**src/rtl/sdrc_mp_arb_if.sv**
```systemverilog
// Controller-side request/data bus between the multi-port arbiter and the SDRAM controller.
// The arbiter drives requests through the master modport and the controller answers through the slave modport.
interface sdrc_mp_arb_if #(
    parameter int APP_AW = 26,
    parameter int APP_DW = 32,
    parameter int APP_BW = 4,
    parameter int BL     = 9
);
    logic              app_req;
    logic [APP_AW-1:0] app_req_addr;
    logic [BL-1:0]     app_req_len;
    logic              app_req_wr_n;
    logic [APP_DW-1:0] app_wr_data;
    logic [APP_BW-1:0] app_wr_en_n;
    logic              app_req_ack;
    logic              app_wr_next_req;
    logic              app_rd_valid;
    logic              app_last_rd;
    logic              app_last_wr;
    logic [APP_DW-1:0] app_rd_data;

    modport master (
        output app_req, app_req_addr, app_req_len, app_req_wr_n, app_wr_data, app_wr_en_n,
        input  app_req_ack, app_wr_next_req, app_rd_valid, app_last_rd, app_last_wr, app_rd_data
    );

    modport slave (
        input  app_req, app_req_addr, app_req_len, app_req_wr_n, app_wr_data, app_wr_en_n,
        output app_req_ack, app_wr_next_req, app_rd_valid, app_last_rd, app_last_wr, app_rd_data
    );
endinterface

```
**src/rtl/sdrc_mp_arb.sv**
```systemverilog
// Round-robin multi-port request arbiter for the SDRAM controller, with per-direction port-tag queues routing data beats.
// Optional macro SDRC_MP_PORT0_PRIO_EN: port 0 always wins when eligible, ports 1..NPORT-1 round-robin among themselves.
module sdrc_mp_arb #(
    parameter int NPORT    = 4,
    parameter int APP_AW   = 26,
    parameter int APP_DW   = 32,
    parameter int APP_BW   = 4,
    parameter int BL       = 9,
    parameter int TQ_DEPTH = 4
) (
    input  logic                     sdram_clk,
    input  logic                     sdram_resetn,
    input  logic [NPORT-1:0]         p_req,
    input  logic [NPORT*APP_AW-1:0]  p_req_addr,
    input  logic [NPORT*BL-1:0]      p_req_len,
    input  logic [NPORT-1:0]         p_req_wr_n,
    input  logic [NPORT*APP_DW-1:0]  p_wr_data,
    input  logic [NPORT*APP_BW-1:0]  p_wr_en_n,
    output logic [NPORT-1:0]         p_req_ack,
    output logic [NPORT-1:0]         p_wr_next,
    output logic [NPORT-1:0]         p_rd_valid,
    output logic [NPORT-1:0]         p_last_rd,
    output logic [APP_DW-1:0]        p_rd_data,
    sdrc_mp_arb_if.master            app,
    output logic                     tag_err,
    output logic                     busy
);
    // state | meaning
    // IDLE  | no request outstanding; arbitrate among eligible ports
    // ISSUE | app_req held with the winner's fields until app_req_ack

    localparam int PW  = (NPORT > 1) ? $clog2(NPORT) : 1;
    localparam int TAW = $clog2(TQ_DEPTH);
    localparam int CW  = TAW + 1;

    typedef enum logic {IDLE, ISSUE} state_t;

    state_t          state;
    logic [PW-1:0]   grant;
    logic [PW-1:0]   last_gnt;
    logic [PW-1:0]   win;
    logic            found;
    logic [NPORT-1:0] elig;

    logic [PW-1:0]   wr_q [TQ_DEPTH];
    logic [PW-1:0]   rd_q [TQ_DEPTH];
    logic [TAW-1:0]  wr_wptr, wr_rptr, rd_wptr, rd_rptr;
    logic [CW-1:0]   wr_cnt, rd_cnt;
    logic            wr_push, rd_push, wr_pop_req, rd_pop_req, wr_pop, rd_pop;
    logic [PW-1:0]   wr_head, rd_head;

    // Eligibility uses the registered counts, so a pop in this cycle never frees a slot early.
    always_comb begin
        found = 1'b0;
        win   = last_gnt;
        for (int p = 0; p < NPORT; p++)
            elig[p] = p_req[p] && (p_req_wr_n[p] ? (rd_cnt < CW'(TQ_DEPTH)) : (wr_cnt < CW'(TQ_DEPTH)));
        for (int i = 1; i <= NPORT; i++) begin
            if (!found && elig[(int'(last_gnt) + i) % NPORT]) begin
                found = 1'b1;
                win   = PW'((int'(last_gnt) + i) % NPORT);
            end
        end
`ifdef SDRC_MP_PORT0_PRIO_EN
        if (elig[0]) win = '0;
`endif
    end

    always_ff @(posedge sdram_clk or negedge sdram_resetn) begin
        if (!sdram_resetn) begin
            state            <= IDLE;
            app.app_req      <= 1'b0;
            app.app_req_addr <= '0;
            app.app_req_len  <= '0;
            app.app_req_wr_n <= 1'b1;
            grant            <= '0;
            last_gnt         <= PW'(NPORT - 1);
        end else begin
            case (state)
                IDLE: if (found) begin
                    state            <= ISSUE;
                    app.app_req      <= 1'b1;
                    app.app_req_addr <= p_req_addr[int'(win)*APP_AW +: APP_AW];
                    app.app_req_len  <= p_req_len[int'(win)*BL +: BL];
                    app.app_req_wr_n <= p_req_wr_n[win];
                    grant            <= win;
`ifdef SDRC_MP_PORT0_PRIO_EN
                    // Port 0 wins outside the rotation, so it does not move the pointer.
                    if (win != '0) last_gnt <= win;
`else
                    last_gnt <= win;
`endif
                end
                ISSUE: if (app.app_req_ack) begin
                    state       <= IDLE;
                    app.app_req <= 1'b0;
                end
                default: state <= IDLE;
            endcase
        end
    end

    always_comb begin
        p_req_ack = '0;
        if ((state == ISSUE) && app.app_req_ack) p_req_ack[grant] = 1'b1;
    end

    assign wr_push    = (state == ISSUE) && app.app_req_ack && !app.app_req_wr_n;
    assign rd_push    = (state == ISSUE) && app.app_req_ack &&  app.app_req_wr_n;
    assign wr_pop_req = app.app_wr_next_req && app.app_last_wr;
    assign rd_pop_req = app.app_rd_valid && app.app_last_rd;
    assign wr_pop     = wr_pop_req && (wr_cnt != '0);
    assign rd_pop     = rd_pop_req && (rd_cnt != '0);

    always_ff @(posedge sdram_clk) begin
        if (wr_push) wr_q[wr_wptr] <= grant;
        if (rd_push) rd_q[rd_wptr] <= grant;
    end

    always_ff @(posedge sdram_clk or negedge sdram_resetn) begin
        if (!sdram_resetn) begin
            wr_wptr <= '0;
            wr_rptr <= '0;
            wr_cnt  <= '0;
            rd_wptr <= '0;
            rd_rptr <= '0;
            rd_cnt  <= '0;
            tag_err <= 1'b0;
        end else begin
            if (wr_push) wr_wptr <= wr_wptr + TAW'(1);
            if (wr_pop)  wr_rptr <= wr_rptr + TAW'(1);
            if (rd_push) rd_wptr <= rd_wptr + TAW'(1);
            if (rd_pop)  rd_rptr <= rd_rptr + TAW'(1);
            wr_cnt <= wr_cnt + CW'(wr_push) - CW'(wr_pop);
            rd_cnt <= rd_cnt + CW'(rd_push) - CW'(rd_pop);
            if ((wr_pop_req && (wr_cnt == '0)) || (rd_pop_req && (rd_cnt == '0))) tag_err <= 1'b1;
        end
    end

    assign wr_head = wr_q[wr_rptr];
    assign rd_head = rd_q[rd_rptr];

    always_comb begin
        p_wr_next       = '0;
        p_rd_valid      = '0;
        p_last_rd       = '0;
        app.app_wr_data = '0;
        app.app_wr_en_n = '1;
        if (wr_cnt != '0) begin
            p_wr_next[wr_head] = app.app_wr_next_req;
            app.app_wr_data    = p_wr_data[int'(wr_head)*APP_DW +: APP_DW];
            app.app_wr_en_n    = p_wr_en_n[int'(wr_head)*APP_BW +: APP_BW];
        end
        if (rd_cnt != '0) begin
            p_rd_valid[rd_head] = app.app_rd_valid;
            p_last_rd[rd_head]  = app.app_last_rd;
        end
    end

    assign p_rd_data = app.app_rd_data;
    assign busy      = (wr_cnt != '0) || (rd_cnt != '0) || app.app_req;

endmodule
```
**src/flat_wrapper.sv**
```systemverilog
// flat-port wrapper written by rule: the top's interface ports become plain ports
module sdrc_mp_arb_flat 
#(
    parameter int NPORT    = 4,
    parameter int APP_AW   = 26,
    parameter int APP_DW   = 32,
    parameter int APP_BW   = 4,
    parameter int BL       = 9,
    parameter int TQ_DEPTH = 4
)
  (sdram_clk, sdram_resetn, p_req, p_req_addr, p_req_len, p_req_wr_n, p_wr_data, p_wr_en_n, p_req_ack, p_wr_next, p_rd_valid, p_last_rd, p_rd_data, tag_err, busy, app_app_req, app_app_req_addr, app_app_req_len, app_app_req_wr_n, app_app_wr_data, app_app_wr_en_n, app_app_req_ack, app_app_wr_next_req, app_app_rd_valid, app_app_last_rd, app_app_last_wr, app_app_rd_data);
  sdrc_mp_arb_if #(.APP_AW(APP_AW), .APP_DW(APP_DW), .APP_BW(APP_BW), .BL(BL)) app_i ();
  input  logic sdram_clk;
  input  logic sdram_resetn;
  input  logic [NPORT-1:0] p_req;
  input  logic [NPORT*APP_AW-1:0] p_req_addr;
  input  logic [NPORT*BL-1:0] p_req_len;
  input  logic [NPORT-1:0] p_req_wr_n;
  input  logic [NPORT*APP_DW-1:0] p_wr_data;
  input  logic [NPORT*APP_BW-1:0] p_wr_en_n;
  output logic [NPORT-1:0] p_req_ack;
  output logic [NPORT-1:0] p_wr_next;
  output logic [NPORT-1:0] p_rd_valid;
  output logic [NPORT-1:0] p_last_rd;
  output logic [APP_DW-1:0] p_rd_data;
  output logic tag_err;
  output logic busy;
  output wire logic [$bits(app_i.app_req)-1:0] app_app_req;
  output wire logic [$bits(app_i.app_req_addr)-1:0] app_app_req_addr;
  output wire logic [$bits(app_i.app_req_len)-1:0] app_app_req_len;
  output wire logic [$bits(app_i.app_req_wr_n)-1:0] app_app_req_wr_n;
  output wire logic [$bits(app_i.app_wr_data)-1:0] app_app_wr_data;
  output wire logic [$bits(app_i.app_wr_en_n)-1:0] app_app_wr_en_n;
  input wire logic [$bits(app_i.app_req_ack)-1:0] app_app_req_ack;
  input wire logic [$bits(app_i.app_wr_next_req)-1:0] app_app_wr_next_req;
  input wire logic [$bits(app_i.app_rd_valid)-1:0] app_app_rd_valid;
  input wire logic [$bits(app_i.app_last_rd)-1:0] app_app_last_rd;
  input wire logic [$bits(app_i.app_last_wr)-1:0] app_app_last_wr;
  input wire logic [$bits(app_i.app_rd_data)-1:0] app_app_rd_data;
  assign app_app_req = app_i.app_req;
  assign app_app_req_addr = app_i.app_req_addr;
  assign app_app_req_len = app_i.app_req_len;
  assign app_app_req_wr_n = app_i.app_req_wr_n;
  assign app_app_wr_data = app_i.app_wr_data;
  assign app_app_wr_en_n = app_i.app_wr_en_n;
  assign app_i.app_req_ack = app_app_req_ack;
  assign app_i.app_wr_next_req = app_app_wr_next_req;
  assign app_i.app_rd_valid = app_app_rd_valid;
  assign app_i.app_last_rd = app_app_last_rd;
  assign app_i.app_last_wr = app_app_last_wr;
  assign app_i.app_rd_data = app_app_rd_data;
  sdrc_mp_arb #(.NPORT(NPORT), .APP_AW(APP_AW), .APP_DW(APP_DW), .APP_BW(APP_BW), .BL(BL), .TQ_DEPTH(TQ_DEPTH)) u_core (.sdram_clk(sdram_clk), .sdram_resetn(sdram_resetn), .p_req(p_req), .p_req_addr(p_req_addr), .p_req_len(p_req_len), .p_req_wr_n(p_req_wr_n), .p_wr_data(p_wr_data), .p_wr_en_n(p_wr_en_n), .p_req_ack(p_req_ack), .p_wr_next(p_wr_next), .p_rd_valid(p_rd_valid), .p_last_rd(p_last_rd), .p_rd_data(p_rd_data), .app(app_i), .tag_err(tag_err), .busy(busy));
endmodule
```
**config.mk**
```make
export PLATFORM = sky130hd
export DESIGN_NAME = sdrc_mp_arb_flat
export DESIGN_NICKNAME = d
export VERILOG_FILES = /design/src/rtl/sdrc_mp_arb_if.sv /design/src/rtl/sdrc_mp_arb.sv /design/src/flat_wrapper.sv
export SDC_FILE = /design/constraint.sdc
export NUM_CORES = 1
export LEC_CHECK = 0
export ABC_CLOCK_PERIOD_IN_PS = 3200
export BUFFER_PORTS_ARGS = -buffer_cell sky130_fd_sc_hd__buf_4
export CAP_MARGIN = 20
export CELL_PAD_IN_SITES_DETAIL_PLACEMENT = 1
export CELL_PAD_IN_SITES_GLOBAL_PLACEMENT = 1
export CORE_AREA = 4 4 175 177
export DETAILED_ROUTE_END_ITERATION = 8
export DIE_AREA = 0 0 179 181
export PLACE_DENSITY = 0.73
export SYNTH_ARGS = -nofsm -noshare
export SYNTH_HDL_FRONTEND = slang
export SYNTH_SLANG_ARGS = --single-unit
```
**constraint.sdc**
```tcl
create_clock -name sdram_clk -period 3.2 [get_ports sdram_clk]
set_input_delay 0.32 -clock sdram_clk [delete_from_list [all_inputs] [get_ports sdram_clk]]
set_output_delay 0.32 -clock sdram_clk [all_outputs]
set_load 0.01 [all_outputs]
```
==> out/results.txt, run 1 <==
EDFF count, synth -> 16
Total gr overflow -> 0
Number of cell rows -> 63
Die Area -> 32,400 um2
DR top layer -> met4
Reg-to-reg startpoint -> u_core.rd_cnt[2]
VDD IR max -> 0.365 mV
Post-route insts no fill -> 1,290
Sequential fraction of the synthesis area -> 32.6%
Sink Count -> 73
Syn_nets -> 892
Mean Syn Cell Area -> 10.7 um2
Later-pin clock latency in the skew report -> 0.34 ns
Post-Place Worst Slack -> 0.552 ns
Asr flop ratio synth -> 78.1%
Post-Place Cells -> 1,263
Root Driver -> clkbuf_16
Metal2 WL -> 15.5 mm
Post-Synthesis Cells -> 547
Post-cts resize count -> 0
Drt via density -> 4.67
DRT Pass-1 Iters -> 4
Core ar. -> 29,200 um2
Die X -> 179 um
Critical path fanouts, max -> 44
Initial antenna violation count -> 12
Area leader, netlist -> dfrtp_1
# Post-CTS Setup Buffers -> 0
Antenna-violating nets left -> 0
Top cell type's share of synthesized area -> 23.1%
Most used DFF post-synth -> dfrtp_1
Iteration-0 DRC Markers -> 129
Crit Path Class -> flip-flop to output pin
Crit-path cells -> mux4_2 -> buf_4 -> mux4_2 -> and2_1 -> buf_4
Average wire per standard cell -> 22.6 um
Fin Hold WS -> 0.0685 ns
Die Span Y -> 181 um
Crit path DAT -> 2.62 ns
Setup crit start kind -> flip-flop
Worst Tran Pin Value -> 0.800 ns
Min Tclk post-route -> 2.94 ns
Worst-path clk slew -> 0.07 ns
FILL cells -> 3,419
Skew final -> 0.0117 ns
Net total in the final layout -> 1,229
Synth top area cells -> dfrtp_1 23%, mux4_2 14%, edfxtp_1 8.2%
CP max-delay cell -> mux4_2
Setup WS post-layout -> 0.257 ns
P&R area growth vs syn -> 58.0%
Final setup fails -> 0
H-tree depth -> 3
Crit path buffers/inverters -> 2
Total CTS buffers -> 9
Overall Global Routing Usage -> 17.1%
Vias in the first global route -> 6,714
Leakage -> 4.18 nW
Largest net degree at the start of global routing -> 58
#FFs+latches synth -> 73
Met3 wire length -> 2.66 mm
Final number of hold-violating endpoints -> 0
Final wirelength -> 29.1 mm
Hold-fix buffers, CTS -> 0
Vias -> 6,018
Crit. Startpoint -> u_core.wr_rptr[0]
Max cap viols -> 0
Yosys Warn Count -> 0
Synthesized area -> 5860 um2
Layout cells sized above 1 -> 55.0%
Area of the multi-input gates -> 3400 um2
CTS max path bufs -> 2
CP required -> 2.88 ns
First-pass GRT wire length -> 41.1 mm
Commonest non-fill, non-tap cell in the layout -> buf_4
Io pins -> 454
PwrDens -> 900 nW/um2
Relative max-transition margin -> 46.7%
Post-DP HPWL -> 24.4 mm
DRC Markers -> 0
Top delay family on crit path -> multiplexers
Effective utilization at floorplan -> 20.0%
M1 WL -> 9.75 mm
Sequential Area -> 1910 um2
Fin Setup TNS -> 0 ns
Number of max-slew violations in the final report -> 0
Global placement routability congestion -> 0.853
Netlist cell types -> 42
Worst hold path class -> primary input to asynchronous set/reset pin
Number of port buffers -> 389
Worst stage delay on the critical path -> 0.59 ns
CTS tree -> done
RSZ-0062 raised after global routing -> false
Final period util -> 92.0%
Status -> finished, final reports clean
Power Total -> 8.33 mW
Worst setup EP type -> output pin
Commonest non-fill, non-tap cells in the layout -> 404 x buf_4, 54 x a211oi_1, 54 x dfrtp_1, 50 x nor2_1, 44 x mux2i_1
Peak Freq -> 340 MHz
cell type report:
class                           instances  share of cell area [%]
Multi-Input combinational cell        379                    36.8
Timing Repair Buffer                  405                    33.0
Sequential cell                        73                    20.7
Tap cell                              390                    5.28
Clock buffer                            9                    2.43
Clock inverter                          7                   0.933
Inverter                               16                   0.649
Antenna cell                           11                   0.298
routing by layer:
metal / global-route usage (%) / up-vias
met3: 5.52 / 45
li1: - / 2709
met2: 30.8 / 311
met1: 17.0 / 2953
met5: 0 / -
met4: 9.58 / 0
worst reg2reg max path, cell delays in order, from the launching register on:
cell	delay, ns
dfrtp_1	0.47
mux2i_1	0.45
a22oi_1	0.29
nor2_1	0.14
nand2_1	0.39
buf_4	0.34
a211oi_1	0.36
a211oi_1	0.10
state kept, by name (all words and copies together), names as in the netlist, 3 cells and up:
signal	flops
u_core.wr_q	8
u_core.rd_cnt	3
u_core.rd_q	8
u_core.wr_cnt	3
u_core.app.app_req_len	9
u_core.app.app_req_addr	26
through the flow:
step,area [um2],utilization (%)
floorplan,5860,-
global route,9250,31.6
finish,9250,31.6
CTS,9220,31.5
detailed placement,8910,30.5
global placement,8910,30.5
cells in the mapped netlist, types with 3 or more instances:
master / number
mux4_2: 36
xor2_1: 4
a211oi_1: 54
and3_1: 4
edfxtp_1: 16
mux2i_1: 44
nor3_1: 6
a21oi_1: 6
nand2_1: 21
o21ai_0: 7
dfstp_2: 3
buf_6: 4
ha_1: 12
buf_4: 34
inv_1: 16
clkbuf_1: 23
nor2_1: 50
buf_2: 15
and2_1: 40
and4_1: 38
nand2b_1: 3
or3_1: 3
a211oi_2: 18
mux2_2: 4
a31oi_1: 3
xnor2_1: 6
nor3b_1: 4
dfrtp_1: 54
cells by family (layout without fill, tap and decap cells):
| group | count (synthesis) | count (layout) | synth area share (%) |
|---|---|---|---|
| fa+ha+maj | 14 | 14 | 3.25 |
| buf+inv | 95 | 437 | 9.85 |
| flops | 73 | 73 | 32.6 |
| compound gates | 96 | 96 | 13.2 |
| simple gates | 175 | 175 | 17.4 |
| mux | 84 | 84 | 22.1 |
| other cells | 0 | 11 | 0 |
| xor+xnor | 10 | 10 | 1.50 |
path summary, 6_finish.rpt:
check	depth (start not counted)	slack, ns	end
max	5	0.26	app_app_wr_data[7]
min	1	0.07	u_core.app.app_req_len[6]
max reg2reg	7	0.50	u_core.app.app_req_addr[3]
min reg2reg	2	0.51	u_core.tag_err
max in group asynchronous	1	2.61	u_core.app.app_req
min in group sdram_clk	3	0.26	u_core.tag_err
power by group:
part | internal, mW | switching [mW]
Sequential | 1.40 | 0.361
Combinational | 2.68 | 2.80
Clock | 0.622 | 0.466
Total | 4.70 | 3.62
No activity file was read; power rests on OpenSTA's default activity.
==> run 2: changes to the inputs <==
--- a/config.mk
+++ b/config.mk
@@ -11,9 +11,10 @@
 export CELL_PAD_IN_SITES_DETAIL_PLACEMENT = 1
 export CELL_PAD_IN_SITES_GLOBAL_PLACEMENT = 1
 export CORE_AREA = 4 4 175 177
+export CTS_BUF_LIST = sky130_fd_sc_hd__clkbuf_8 sky130_fd_sc_hd__clkbuf_16
 export DETAILED_ROUTE_END_ITERATION = 8
 export DIE_AREA = 0 0 179 181
-export PLACE_DENSITY = 0.73
+export PLACE_DENSITY = 0.7
 export SYNTH_ARGS = -nofsm -noshare
 export SYNTH_HDL_FRONTEND = slang
 export SYNTH_SLANG_ARGS = --single-unit
==> run 2 against run 1 <==
Worst hold slack is essentially flat. Clock skew grew 0.0031 ns. Flip-flop and latch count unchanged. Sequential share of layout area about the same. Cell count fell by 0.54%. Die area did not move. Fmax grew 1.4%. Via count fell by 1.3%. Sequential power is essentially flat. Final area about the same.
==> out/results.txt, run 2 (synthesis gave the netlist of run 1 again) <==
Final number of hold-violating endpoints -> 0
Core ar. -> 29,200 um2
Power Total -> 8.33 mW
Drt via density -> 4.63
Post-DP HPWL -> 22.8 mm
M1 WL -> 9.58 mm
Top delay family on crit path -> multiplexers
Initial antenna violation count -> 6
RSZ-0062 raised after global routing -> false
Sink Count -> 73
Post-cts resize count -> 0
Largest net degree at the start of global routing -> 58
Clk pwr share -> 12.6%
VDD IR max -> 0.356 mV
Root Driver -> clkbuf_16
Switching part of the total -> 43.7%
R2R Setup Slk -> 0.54 ns
Global placement routability congestion -> 0.860
Max FFs per register -> 26
Io pins -> 454
Sequential Area -> 1910 um2
Overall Global Routing Usage -> 16.4%
Biggest register -> u_core.app.app_req_addr
Fin Setup TNS -> 0 ns
Worst Tran Pin Value -> 0.799 ns
Status -> finished, final reports clean
Commonest non-fill, non-tap cells in the layout -> 401 x buf_4, 54 x a211oi_1, 54 x dfrtp_1, 50 x nor2_1, 44 x mux2i_1
CP max-delay cell -> mux4_2
Post-Place Worst Slack -> 0.582 ns
Setup crit start kind -> flip-flop
Antenna-violating nets left -> 0
PwrDens -> 900 nW/um2
Final period util -> 90.7%
Average wire per standard cell -> 21.7 um
Metal2 WL -> 14.6 mm
Number of max-slew violations in the final report -> 0
Critical path fanouts, max -> 29
Commonest non-fill, non-tap cell in the layout -> buf_4
Int Power -> 4.69 mW
Worst stage delay on the critical path -> 0.85 ns
FILL cells -> 3,354
Reg power frac -> 21.0%
Area of the multi-input gates -> 3400 um2
Worst setup EP type -> output pin
Number of port buffers -> 389
Net total in the final layout -> 1,229
Min Tclk post-route -> 2.90 ns
CP required -> 2.88 ns
Final wirelength -> 27.9 mm
CTS max path bufs -> 2
Setup WS post-layout -> 0.299 ns
Leakage -> 4.18 nW
# Post-CTS Setup Buffers -> 0
Peak Freq -> 345 MHz
Later-pin clock latency in the skew report -> 0.34 ns
Worst hold path class -> primary input to asynchronous set/reset pin
Layout cells sized above 1 -> 55.0%
Crit Path Class -> flip-flop to output pin
H-tree depth -> 3
First-pass GRT wire length -> 39.7 mm
Die Span Y -> 181 um
Total CTS buffers -> 9
Crit-path cells -> mux4_2 -> buf_4 -> mux4_2 -> and2_1 -> buf_4
Crit path buffers/inverters -> 2
Hold-fix buffers, CTS -> 0
P&R area growth vs syn -> 58.0%
Fin Hold WS -> 0.0682 ns
CTS tree -> done
Effective utilization at floorplan -> 20.0%
DRT Pass-1 Iters -> 4
DRC Markers -> 0
DR top layer -> met5
Sw power -> 3.64 mW
Combinational power share -> 66.4%
Largest regs -> u_core.app.app_req_addr: 26 flops, u_core.app.app_req_len: 9 flops
Vias in the first global route -> 6,400
Worst-path clk slew -> 0.07 ns
Number of cell rows -> 63
Max cap viols -> 0
Total gr overflow -> 0
Skew final -> 0.0148 ns
Crit path DAT -> 2.58 ns
Final setup fails -> 0
Final Core Density -> 31.6%
Iteration-0 DRC Markers -> 189
Relative max-transition margin -> 46.7%
Met3 wire length -> 2.66 mm
Vias -> 5,942
Die Area -> 32,400 um2
Die X -> 179 um
[run 2: power groups by stage]
| stage | Combinational (mW) | Clock (mW) | Sequential (mW) |
|---|---|---|---|
| floorplan | 3.44 | 0 | 1.77 |
| global placement | 5.53 | 0 | 1.74 |
| detailed placement | 5.63 | 0 | 1.76 |
| CTS | 5.64 | 1.10 | 1.75 |
| global route | 6.05 | 1.13 | 1.81 |
| finish | 5.53 | 1.05 | 1.75 |
[run 2: per-stage QoR]
stage | cell area, um2 | std cells
finish | 9250 | 1283
CTS | 9240 | 1279
global route | 9250 | 1281
detailed placement | 8950 | 1263
global placement | 8950 | 1263
floorplan | 5860 | 547
[run 2: final timing paths]
kind	start	to	cells past startpoint
worst min register to register	u_core.tag_err	u_core.tag_err	2
worst min-delay path	sdram_resetn	u_core.app.app_req_len[1]	1
worst max register to register	u_core.rd_cnt[2]	u_core.rd_cnt[2]	8
max in group asynchronous	sdram_resetn	u_core.app.app_req_addr[5]	1
min in group sdram_clk	app_app_req_ack	u_core.app.app_req	3
worst max-delay path	u_core.wr_rptr[0]	app_app_wr_data[6]	5
[run 2: routing by layer]
metal  vias up  track usage [%]
li1       2697                -
met1      2857             17.0
met2       327             30.2
met3        59             5.02
met4         2             6.72
met5         -                0
[run 2: final cells by class]
type | instances | area share, %
multi-input cells | 379 | 36.7
well taps | 390 | 5.27
clock inverters | 7 | 0.730
inverters | 16 | 0.649
diodes | 4 | 0.108
clock buffers | 9 | 2.43
flip-flops and latches | 73 | 20.7
repair buffers | 405 | 33.4
==> run 3: changes to the inputs <==
--- a/config.mk
+++ b/config.mk
@@ -11,7 +11,7 @@
 export CELL_PAD_IN_SITES_DETAIL_PLACEMENT = 1
 export CELL_PAD_IN_SITES_GLOBAL_PLACEMENT = 1
 export CORE_AREA = 4 4 175 177
-export CTS_BUF_LIST = sky130_fd_sc_hd__clkbuf_8 sky130_fd_sc_hd__clkbuf_16
+export CTS_BUF_LIST = sky130_fd_sc_hd__clkbuf_8
 export DETAILED_ROUTE_END_ITERATION = 8
 export DIE_AREA = 0 0 179 181
 export PLACE_DENSITY = 0.7
==> run 3 against run 2 <==
First-iteration DRC count rose by 12%. Critical path depth did not move. Highest routed layer unchanged. Global-route usage barely moved. Final area fell by 1.1%. Cell count barely moved. Sequential share of layout area rose by 0.23 points. Register-to-register slack improved by 0.03 ns. Sequential power barely moved. Non-clock buffer count did not move. Clock power fell by 27%. Utilization fell by 0.36 points.
==> out/results.txt, run 3 (synthesis gave the netlist of run 1 again) <==
Total gr overflow -> 0
Global placement routability congestion -> 0.860
Number of port buffers -> 389
CTS max path bufs -> 2
Status -> finished, final reports clean
Largest regs -> u_core.app.app_req_addr: 26 flops, u_core.app.app_req_len: 9 flops
Layout cells sized above 1 -> 55.0%
Max FFs per register -> 26
Total CTS buffers -> 9
RSZ-0062 raised after global routing -> false
Number of cell rows -> 63
Crit. Startpoint -> u_core.wr_rptr[0]
DRC Markers -> 0
Vias in the first global route -> 6,374
Reg-to-reg startpoint -> u_core.rd_cnt[2]
Final number of hold-violating endpoints -> 0
Die Area -> 32,400 um2
Final period util -> 91.5%
Critical path fanouts, max -> 29
Core ar. -> 29,200 um2
Hold-fix buffers, CTS -> 0
Leakage -> 4.14 nW
Antenna-violating nets left -> 0
Worst hold path class -> primary input to asynchronous set/reset pin
CP max-delay cell -> mux4_2
Vias -> 5,921
Iteration-0 DRC Markers -> 212
FILL cells -> 3,364
Crit-path cells -> mux4_2 -> buf_4 -> mux4_2 -> and2_1 -> buf_4
Worst Tran Pin Value -> 0.813 ns
Worst-path clk slew -> 0.10 ns
Largest net degree at the start of global routing -> 58
Io pins -> 454
Number of max-slew violations in the final report -> 0
Min Tclk post-route -> 2.93 ns
Relative max-transition margin -> 45.8%
Average wire per standard cell -> 21.7 um
Post-route insts no fill -> 1,282
Post-DP HPWL -> 22.8 mm
CTS tree -> done
Net total in the final layout -> 1,229
Drt via density -> 4.62
Skew final -> 0.0240 ns
Crit path buffers/inverters -> 2
Top delay family on crit path -> multiplexers
Worst stage delay on the critical path -> 0.86 ns
Commonest non-fill, non-tap cells in the layout -> 401 x buf_4, 54 x a211oi_1, 54 x dfrtp_1, 50 x nor2_1, 44 x mux2i_1
Biggest register -> u_core.app.app_req_addr
Final setup fails -> 0
Crit Path Class -> flip-flop to output pin
Fin Hold WS -> 0.0385 ns
Setup crit start kind -> flip-flop
Crit path DAT -> 2.61 ns
Final wirelength -> 27.8 mm
DRT Pass-1 Iters -> 4
Root Driver -> clkbuf_8
H-tree depth -> 3
Peak Freq -> 341 MHz
Later-pin clock latency in the skew report -> 0.37 ns
Initial antenna violation count -> 6
Power Total -> 8.04 mW
PwrDens -> 879 nW/um2
Worst setup EP type -> output pin
Commonest non-fill, non-tap cell in the layout -> buf_4
VDD IR max -> 0.337 mV
Sink Count -> 73
Post-cts resize count -> 0
Post-Place Cells -> 1,263
# Post-CTS Setup Buffers -> 0
Fin Setup TNS -> 0 ns
P&R area growth vs syn -> 56.2%
Overall Global Routing Usage -> 16.4%
Effective utilization at floorplan -> 20.0%
First-pass GRT wire length -> 39.6 mm
CP required -> 2.88 ns
Die X -> 179 um
Max cap viols -> 0
Die Span Y -> 181 um
## run 3: cell count changes in the layout (fill, tap and decap cells not counted)
| cell | before | now |
|---|---|---|
| clkbuf_16 | 9 | 0 |
| diode_2 | 4 | 3 |
| clkbuf_8 | 0 | 9 |
## run 3: stage by stage
step / instance area [um2] / worst slack [ns] / util [%]
after global placement: 8950 / 0.665 / 30.6
after CTS: 9140 / 0.182 / 31.3
after detailed placement: 8950 / 0.582 / 30.6
after floorplan: 5860 / 0.773 / -
after global routing: 9150 / 0.100 / 31.3
final: 9150 / 0.271 / 31.3
## run 3: path summary, 6_finish.rpt
check / end / slack (ns) / cells after the start
hold reg to reg: u_core.tag_err / 0.51 / 2
setup reg to reg: u_core.rd_cnt[2] / 0.57 / 8
min in group sdram_clk: u_core.app.app_req / 0.22 / 3
setup / recovery: app_app_wr_data[7] / 0.27 / 5
max in group asynchronous: u_core.app.app_req_addr[5] / 2.62 / 1
hold / removal: u_core.app.app_req_len[1] / 0.04 / 1
## run 3: layout make-up
cell class / count / area, um2 / share of cell area, %
tap: 390 / 488 / 5.33
antenna: 3 / 7.51 / 0.0821
inverter: 16 / 60.1 / 0.657
clock inverter: 7 / 67.6 / 0.739
sequential: 73 / 1910 / 20.9
timing repair buffer: 405 / 3090 / 33.8
multi-input combinational: 379 / 3400 / 37.2
clock buffer: 9 / 124 / 1.35
## run 3: layer usage
layer	global-route usage, %	wire length [um]	vias up
met2	30.2	14600	312
met5	0	20	-
met1	17.1	9680	2859
li1	-	-	2695
met3	5.08	2560	53
met4	6.42	966	2
## run 3: power breakdown
| part | leakage (nW) | internal, mW | total (mW) | switching, mW |
|---|---|---|---|---|
| Clock | 0.0966 | 0.307 | 0.769 | 0.462 |
| Combinational | 3.26 | 2.74 | 5.52 | 2.79 |
| Sequential | 0.779 | 1.40 | 1.74 | 0.348 |
